`src/rtl/pipeline_fetch_unit.sv`:
```
// Instruction fetch stage: issues word requests, absorbs decode stalls in
// a one-entry hold buffer, and drains outstanding requests after a redirect.
// Ports:
//   clk, rst                    clock, synchronous active-high reset
//   fetch_en                    0 = decode stalled, fetched_* hold
//   jmpctrl_en, jmp_target      one-cycle redirect strobe and its address
//   imem_req, imem_addr         memory request and word-aligned address
//   imem_ack, imem_rdata        memory completion and instruction word
//   fetched_instr, fetched_pc   registered instruction and its address
//   fetched_valid               1 = real instruction, 0 = bubble
module pipeline_fetch_unit #(
  parameter logic [31:0] RESET_PC = 32'h0000_0000
) (
  input  logic        clk,
  input  logic        rst,
  input  logic        fetch_en,
  input  logic        jmpctrl_en,
  input  logic [31:0] jmp_target,
  output logic        imem_req,
  output logic [31:0] imem_addr,
  input  logic        imem_ack,
  input  logic [31:0] imem_rdata,
  output logic [31:0] fetched_instr,
  output logic [31:0] fetched_pc,
  output logic        fetched_valid
);

  typedef enum logic [1:0] {
    FETCH,
    HOLD,
    FLUSH
  } state_t;

  typedef struct packed {
    logic [31:0] instr;
    logic [31:0] pc;
  } slot_t;

  localparam logic [31:0] NOP = 32'h0000_0013;

  state_t      state, state_d;
  logic [31:0] pc, pc_d;
  logic [31:0] flush_addr, flush_addr_d;
  slot_t       hold_q, hold_d;
  logic        hold_vld, hold_vld_d;
  slot_t       out_q, out_d;
  logic        out_vld, out_vld_d;

  logic [31:0] pc_inc;
  logic [31:0] jmp_pc;

  assign pc_inc = pc + 32'd4;
  assign jmp_pc = {jmp_target[31:2], 2'b00};

  // In FLUSH the request on the bus is the abandoned one; keep
  // presenting its address until the memory acks it.
  assign imem_req  = (state != HOLD);
  assign imem_addr = (state == FLUSH) ? flush_addr : pc;

  assign fetched_instr = out_q.instr;
  assign fetched_pc    = out_q.pc;
  assign fetched_valid = out_vld;

  always_comb begin
    state_d      = state;
    pc_d         = pc;
    flush_addr_d = flush_addr;
    hold_d       = hold_q;
    hold_vld_d   = hold_vld;
    out_d        = out_q;
    out_vld_d    = out_vld;
    unique case (state)
      FETCH: begin
        if (jmpctrl_en) begin
          pc_d       = jmp_pc;
          out_vld_d  = 1'b0;
          hold_vld_d = 1'b0;
          if (!imem_ack) begin
            flush_addr_d = pc;
            state_d      = FLUSH;
          end
        end else if (imem_ack && fetch_en) begin
          out_d     = '{instr: imem_rdata, pc: pc};
          out_vld_d = 1'b1;
          pc_d      = pc_inc;
        end else if (imem_ack) begin
          hold_d     = '{instr: imem_rdata, pc: pc};
          hold_vld_d = 1'b1;
          pc_d       = pc_inc;
          state_d    = HOLD;
        end else if (fetch_en) begin
          out_vld_d = 1'b0;
        end
      end
      HOLD: begin
        if (jmpctrl_en) begin
          pc_d       = jmp_pc;
          out_vld_d  = 1'b0;
          hold_vld_d = 1'b0;
          state_d    = FETCH;
        end else if (fetch_en) begin
          out_d      = hold_q;
          out_vld_d  = hold_vld;
          hold_vld_d = 1'b0;
          state_d    = FETCH;
        end
      end
      FLUSH: begin
        out_vld_d = 1'b0;
        if (jmpctrl_en) begin
          pc_d = jmp_pc;
        end
        if (imem_ack) begin
          state_d = FETCH;
        end
      end
      default: begin
        state_d = FETCH;
      end
    endcase
  end

  always_ff @(posedge clk) begin
    if (rst) begin
      state      <= FETCH;
      pc         <= RESET_PC;
      flush_addr <= RESET_PC;
      hold_q     <= '{instr: NOP, pc: RESET_PC};
      hold_vld   <= 1'b0;
      out_q      <= '{instr: NOP, pc: RESET_PC};
      out_vld    <= 1'b0;
    end else begin
      state      <= state_d;
      pc         <= pc_d;
      flush_addr <= flush_addr_d;
      hold_q     <= hold_d;
      hold_vld   <= hold_vld_d;
      out_q      <= out_d;
      out_vld    <= out_vld_d;
    end
  end

endmodule

```
`config.mk`:
```
export PLATFORM = sky130hd
export DESIGN_NAME = pipeline_fetch_unit
export DESIGN_NICKNAME = d
export VERILOG_FILES = /design/src/rtl/pipeline_fetch_unit.sv
export SDC_FILE = /design/constraint.sdc
export NUM_CORES = 1
export LEC_CHECK = 0
export ABC_AREA = 1
export CAP_MARGIN = 0
export CORE_ASPECT_RATIO = 0.6
export CORE_UTILIZATION = 30
export CTS_CLUSTER_SIZE = 30
export DETAILED_ROUTE_END_ITERATION = 7
export GPL_TIMING_DRIVEN = 0
export PLACE_DENSITY = 0.51
export SYNTH_ARGS = -nofsm -noshare
export SYNTH_HDL_FRONTEND = slang
export SYNTH_SLANG_ARGS = --single-unit
export TNS_END_PERCENT = 50
```
`constraint.sdc`:
```
create_clock -name clk -period 1.9 [get_ports clk]
set_input_delay 0.475 -clock clk [delete_from_list [all_inputs] [get_ports clk]]
set_output_delay 0.475 -clock clk [all_outputs]
set_load 0.02 [all_outputs]
```
==> flow_summary.yaml, run 1 <==
die:
  ioPinCount: 167
  dieWidth_um: 219.1
  fp.dieH_um: 132.3
  rows: 47
  start_util_pct: 30.63
  die_area_mm2: 0.02898
  core_area_mm2: 0.02770
clock_tree:
  cts_buffers: 17
  insertion_delay_ps: 450
  cts_tree: "yes"
  cts_hold_buf: 0
  path_clk_slew_ps: 70
  cts.sinks: 188
  clockRootBuffer: "clkbuf_16"
  clock_path_buffers: 2
  htree_num_levels: 4
job:
  cap_violations: 0
pwr:
  power.density_mw_per_mm2: 1074
  ir_drop_v: 0.0005214
  power.leakage_uw: 0.005263
worst_setup_path:
  crit_path_start_kind: "flop"
  path_class: "flop to primary output"
  critPathCaptureType: "primary output"
  worstPathMaxFanout: 7
  path_buf_inv: 4
  worstPathCellList: "inv_2 > ha_4 > buf_12 > clkbuf_16 > nand2_2 > o21ai_4 > buf_6"
  r2r_end: "fetched_instr[25]$_SDFFE_PP0P_"
  cp_num_cells: 7
  slowest_delay_ps: 320
  reg2reg_from: "state[1]$_SDFFE_PP0P_"
  critPathSlowestCell: "dfxtp_2"
  crit_arrival_ps: 1670
  cp_top_family: "buffers and inverters"
  crit_end: "imem_addr[28]"
  worstPathRequired_ps: 1420
  rr_worst_depth: 9
  r2r_setup_slack_ps: -60
  crit_start: "state[0]$_SDFFE_PP0P_"
hold_path:
  hold_class: "primary input to flop"
timing:
  setup_slack_ps: -243.2
  clock.fmax_mhz: 466.6
  min_period_ps: 2143
  min_period_over_period_pct: 112.8
  max-slew-margin-rel_pct: 53.66
  finalClockSkew_ps: 11.71
  slew_viol_final: 0
  rsz0062_at_grt: "true"
  worst_pin_slew_ps: 695.2
  setup_viol: 46
  hold_viol: 0
routing:
  drt_wl_total_um: 33930
  wire_per_inst_um: 18.90
  ant_nets: 0
  drt-initial-drc-count: 829
  vias: 9184
  firstDrtPassIters: 5
  viasPerCell: 5.116
  drcViolationCount: 0
yosys:
  synth_xor_area_share_pct: 0
  yosysUniqueCellTypes: 34
  synthFlopType: "dfxtp_1"
  postSynthCellCount: 1214
  synth_top_area_share_pct: 44.36
  synth_top_family_by_area: "compound AO/OA/AOI/OAI gates"
  synthTopCellsByArea: "dfxtp_1 44%, nand2_1 13%, o21ai_0 12%, nor2_1 6.3%, a21oi_1 5.5%"
  synthMuxAreaShare_pct: 0
  synth_area_leader_cell: "dfxtp_1"
  synthArstFlopShare_pct: 0
  ys_warn_count: 0
  ys_seq_area_share_pct: 44.36
  syn_area_per_cell_um2: 6.989
  synthTopCellsByCount: "303 x nand2_1, 195 x o21ai_0, 188 x dfxtp_1"
  synth_compound_area_share_pct: 23.62
  ys_seq_elements: 188
  synth_edf_count: 0
  yosys.area_share.simple_pct: 23.62
  synth_area_mm2: 0.008484
  synth.most_common_cell: "nand2_1"
  yosys.area_share.adder_pct: 0.7374
global_route:
  overflow: 0
  antenna_found_initial: 0
  grt_pass1_wl_um: 50630
  grt_pass1_vias: 8276
  grt_start_max_net_pins: 17
  grt_use_total_pct: 23.34
placement:
  port_buffers: 158
  gp_congestion: 0.9176
  pre_cts_slack_ps: -1069
  hpwl_um: 24570
outcome:
  violations: "setup timing"
  status: "complete, but fails checks"
final_layout:
  post_route_cells_drive_above_1_share_pct: 16.82
  final_core_util_pct: 44.36
  syn_to_final_growth_pct: 44.80
  finalNetCount: 1488
-- flip-flops by register name, indices dropped and copies added, names as in the netlist --
signal         cells
fetched_instr     32
fetched_pc        30
fetched_valid      1
flush_addr        30
hold_q            62
hold_vld           1
pc                30
state              2
-- worst min-delay path by stage --
stage                                  from                           to  slack, ps  cells after the start
floorplan           hold_q[32]$_SDFFE_PP1P_      hold_q[32]$_SDFFE_PP1P_        440                      2
global placement    hold_q[32]$_SDFFE_PP1P_      hold_q[32]$_SDFFE_PP1P_        460                      2
detailed placement  hold_q[18]$_SDFFE_PP0P_  fetched_pc[18]$_SDFFE_PP0P_        460                      2
CTS                              jmpctrl_en          pc[17]$_SDFFE_PP0P_        390                      4
global route                     jmpctrl_en          pc[17]$_SDFFE_PP0P_        420                      4
finish                           jmpctrl_en          pc[17]$_SDFFE_PP0P_        410                      4
-- cells in the final DEF, fill, tap and decap left out, drive strengths merged, types with 2 or more instances in the layout --
cell type,synthesis,final
a31oi,62,62
nor2,151,151
nand4,3,3
o22ai,2,2
a211oi,2,2
dlymetal6s2s,0,20
clkinv,0,5
a21oi,94,94
clkdlybuf4s50,0,83
nand2,307,307
o21ai,207,207
or2,3,3
dlygate4sd2,0,24
conb,1,4
o211ai,2,2
nand3,35,35
bufinv,0,4
ha,5,5
nor3,3,3
o32ai,2,2
clkbuf,50,81
inv,50,50
o311ai,4,4
dfxtp,188,188
buf,40,83
-- worst reg2reg max path: stages, from the launching register on --
cell     delay, ps
dfxtp_4        360
inv_1          110
ha_1           260
nor2_1          90
a21oi_1        150
nand2_2        150
inv_4          160
buf_4          210
buf_4          210
a31oi_1        120
-- cells by family (layout without fill, tap and decap cells) --
| group | count (synthesis) | after routing |
|---|---|---|
| AOI/OAI and AO/OA | 377 | 377 |
| adders and majority gates | 5 | 5 |
| buffers and inverters | 140 | 350 |
| DFF | 188 | 188 |
| other | 1 | 5 |
| and+or+nand+nor | 503 | 503 |
-- what timing repair did --
item / CTS / global route
setup endpoints to repair: 233 / 169
buffers inserted: 6 / 9
pin swaps: 36 / 22
resized for setup: 417 / 78
gates cloned: 6 / 0
-- report_power, final --
part / switching (uW) / internal [uW] / leakage (uW)
registers: 443 / 4500 / 0.00155
clock network: 1650 / 2320 / 0.000312
logic: 2510 / 1770 / 0.00340
-- final cells by class --
class	instances	area, um^2
Sequential cell	188	3772
Multi-Input combinational cell	889	4639
Fill cell	2811	15410
Antenna cell	1	2.502
Clock buffer	23	478.0
Clock inverter	9	160.2
Tap cell	367	459.2
Timing Repair Buffer	179	1931
Inverter	50	192.7
Buffer	89	650.6
-- metrics by stage --
step | cells | TNS (ps) | hold WS [ps] | power (uW) | cell area (um^2)
2_1_floorplan | 1217 | 0 | 442.7 | 6900 | 8496
3_3_place_gp | 1742 | -100210 | 456.7 | 8591 | 10540
3_5_place_dp | 1742 | -107430 | 458.2 | 8612 | 10540
4_1_cts | 1785 | -6688 | 392.2 | 13120 | 11980
5_1_grt | 1794 | -13870 | 415.2 | 13770 | 12280
6_report | 1795 | -6504 | 411.1 | 13190 | 12290
-- layer usage --
| layer | share of wire (%) | GRT usage (%) | vias up |
|---|---|---|---|
| met4 | 0.61 | 4.205 | 0 |
| met1 | 53 | 37.78 | 4402 |
| met5 | 0 | 0 | - |
| li1 | - | - | 4475 |
| met2 | 39 | 31.01 | 286 |
| met3 | 7.4 | 4.614 | 21 |
(Power assumes the default switching activity.)
==> inputs of run 2 (changes only) <==
- clock period: 1.9 -> 2.31 ns (I/O delays scaled with it)
==> run 2 against run 1 <==
Effect of this change:
- the run now ends clean
- combinational power decreased by 24%
- clock skew decreased by 1.4 ps
- global-route usage decreased by 0.32 points
- sequential share of layout area increased by 1.9 points
- first-iteration DRC count increased by 14%
- power decreased by 20%
- largest power group unchanged
==> flow_summary.yaml, run 2 (synthesized netlist as in run 1, its figures left out) <==
final_layout:
  n_antenna_cell: 0
  largest_reg_flops: 62
  final_core_util_pct: 41.79
  largest-register: "hold_q"
  final_common_cell: "nand2_1"
  layout_common_cells: "298 x nand2_1, 186 x dfxtp_1, 165 x o21ai_0, 142 x nor2_1, 127 x clkdlybuf4s50_1"
  finalNetCount: 1474
  syn_to_final_growth_pct: 36.43
  post_route_cells_drive_above_1_share_pct: 12.10
routing:
  vias: 9104
  wire_per_inst_um: 18.85
  drcViolationCount: 0
  ant_nets: 0
  drt-initial-drc-count: 942
  drt_wl_total_um: 33550
  viasPerCell: 5.115
  firstDrtPassIters: 5
worst_setup_path:
  path_buf_inv: 4
  worstPathRequired_ps: 1730
  rr_worst_depth: 7
  cp_top_family: "buffers and inverters"
  worstPathMaxFanout: 5
  r2r_end: "flush_addr[30]$_SDFFE_PP0P_"
  slowest_delay_ps: 360
  critPathSlowestCell: "dfxtp_2"
  path_class: "flop to primary output"
  crit_path_start_kind: "flop"
  r2r_setup_slack_ps: 90
  crit_start: "state[0]$_SDFFE_PP0P_"
  critPathCaptureType: "primary output"
  worstPathCellList: "inv_2 > ha_4 > buf_12 > clkbuf_16 > o21ai_4 > buf_6"
  crit_arrival_ps: 1700
  reg2reg_from: "state[1]$_SDFFE_PP0P_"
timing:
  hold_viol: 0
  min_period_ps: 2275
  finalClockSkew_ps: 10.30
  worst_pin_slew_ps: 714.9
  setup_viol: 0
  min_period_over_period_pct: 98.50
  max-slew-margin-rel_pct: 52.34
  slew_viol_final: 0
  clock.fmax_mhz: 439.5
  rsz0062_at_grt: "true"
  setup_tns_ps: 0
placement:
  port_buffers: 158
  gp_congestion: 0.9176
  hpwl_um: 24570
clock_tree:
  insertion_delay_ps: 450
  cts_buffers: 17
  clockRootBuffer: "clkbuf_16"
  htree_num_levels: 4
  cts_hold_buf: 0
  path_clk_slew_ps: 80
  clock_path_buffers: 2
  cts_tree: "yes"
  cts.sinks: 188
die:
  core_area_mm2: 0.02770
  ioPinCount: 167
  die_area_mm2: 0.02898
  rows: 47
  fp.dieH_um: 132.3
  dieWidth_um: 219.1
  start_util_pct: 30.63
hold_path:
  hold_class: "flop to flop"
  hold_end: "fetched_pc[16]$_SDFFE_PP0P_"
  hp-start: "hold_q[16]$_SDFFE_PP0P_"
  whs_path_depth: 2
global_route:
  gr-max-usage-layer: "met1"
  grt_pass1_vias: 8229
  grt_start_max_net_pins: 18
  grt_use_total_pct: 23.02
  antenna_found_initial: 0
  met1_usage_pct: 37.39
  met2_usage_pct: 30.10
  grt_pass1_wl_um: 49970
  overflow: 0
  grt_util_met3_pct: 4.913
pwr:
  power.leakage_uw: 0.004366
  power.density_mw_per_mm2: 912.8
  ir_drop_v: 0.0004229
outcome:
  status: "completed"
job:
  cap_violations: 0
run 2: final cells by class:
| class | instances | area, um^2 |
|---|---|---|
| buffer | 88 | 568.0 |
| clock buffer | 23 | 478.0 |
| clock inverter | 9 | 160.2 |
| fill | 2886 | 16120 |
| inverter | 50 | 190.2 |
| multi-input combinational | 889 | 4285 |
| sequential | 188 | 3769 |
| tap | 367 | 459.2 |
| timing repair buffer | 166 | 1665 |
run 2: stage by stage:
stage          hold WS (ps)  total power (uW)  cells  instance area (um^2)  setup WS [ps]
2_1_floorplan         442.7              5675   1217                  8496          321.5
5_1_grt               489.0             11050   1780                 11570         -23.68
4_1_cts               464.9             10490   1777                 11400         -8.618
3_5_place_dp          458.2              7084   1742                 10540         -761.5
6_report              467.7             10570   1780                 11570          34.63
3_3_place_gp          456.7              7067   1742                 10540         -719.6
run 2: how the worst max path moves through the flow:
stage	endpoint	depth (start not counted)
after floorplan	imem_addr[10]	5
after global placement	imem_addr[28]	7
after detailed placement	imem_addr[28]	7
after CTS	imem_addr[15]	6
after global routing	imem_req	6
final	imem_addr[29]	6
run 2: repair_timing:
action,in CTS,in global routing
buffers inserted,3,2
gates resized for setup,258,49
gates cloned,2,1
pin swaps,7,3
endpoints found under the setup margin,32,40
run 2: report_power, final:
part           internal, uW  total (uW)  switching (uW)
clock                  1910        3250            1350
sequential             3700        4050             347
combinational          1320        3260            1950
total                  6930       10600            3640
run 2: routing by layer:
| metal | share of wire (%) | up-vias |
|---|---|---|
| li1 | - | 4439 |
| met1 | 53 | 4312 |
| met2 | 38 | 316 |
| met3 | 7.8 | 37 |
| met4 | 0.96 | 0 |
| met5 | 0 | - |
run 2: worst register-to-register path, cell delays in order, from the launching register on:
cell and delay, ps:
dfxtp_4 370, inv_1 80, ha_1 260, nand2_1 130, nor2_2 390, clkbuf_1 570
o21ai_0 180, a21oi_1 160
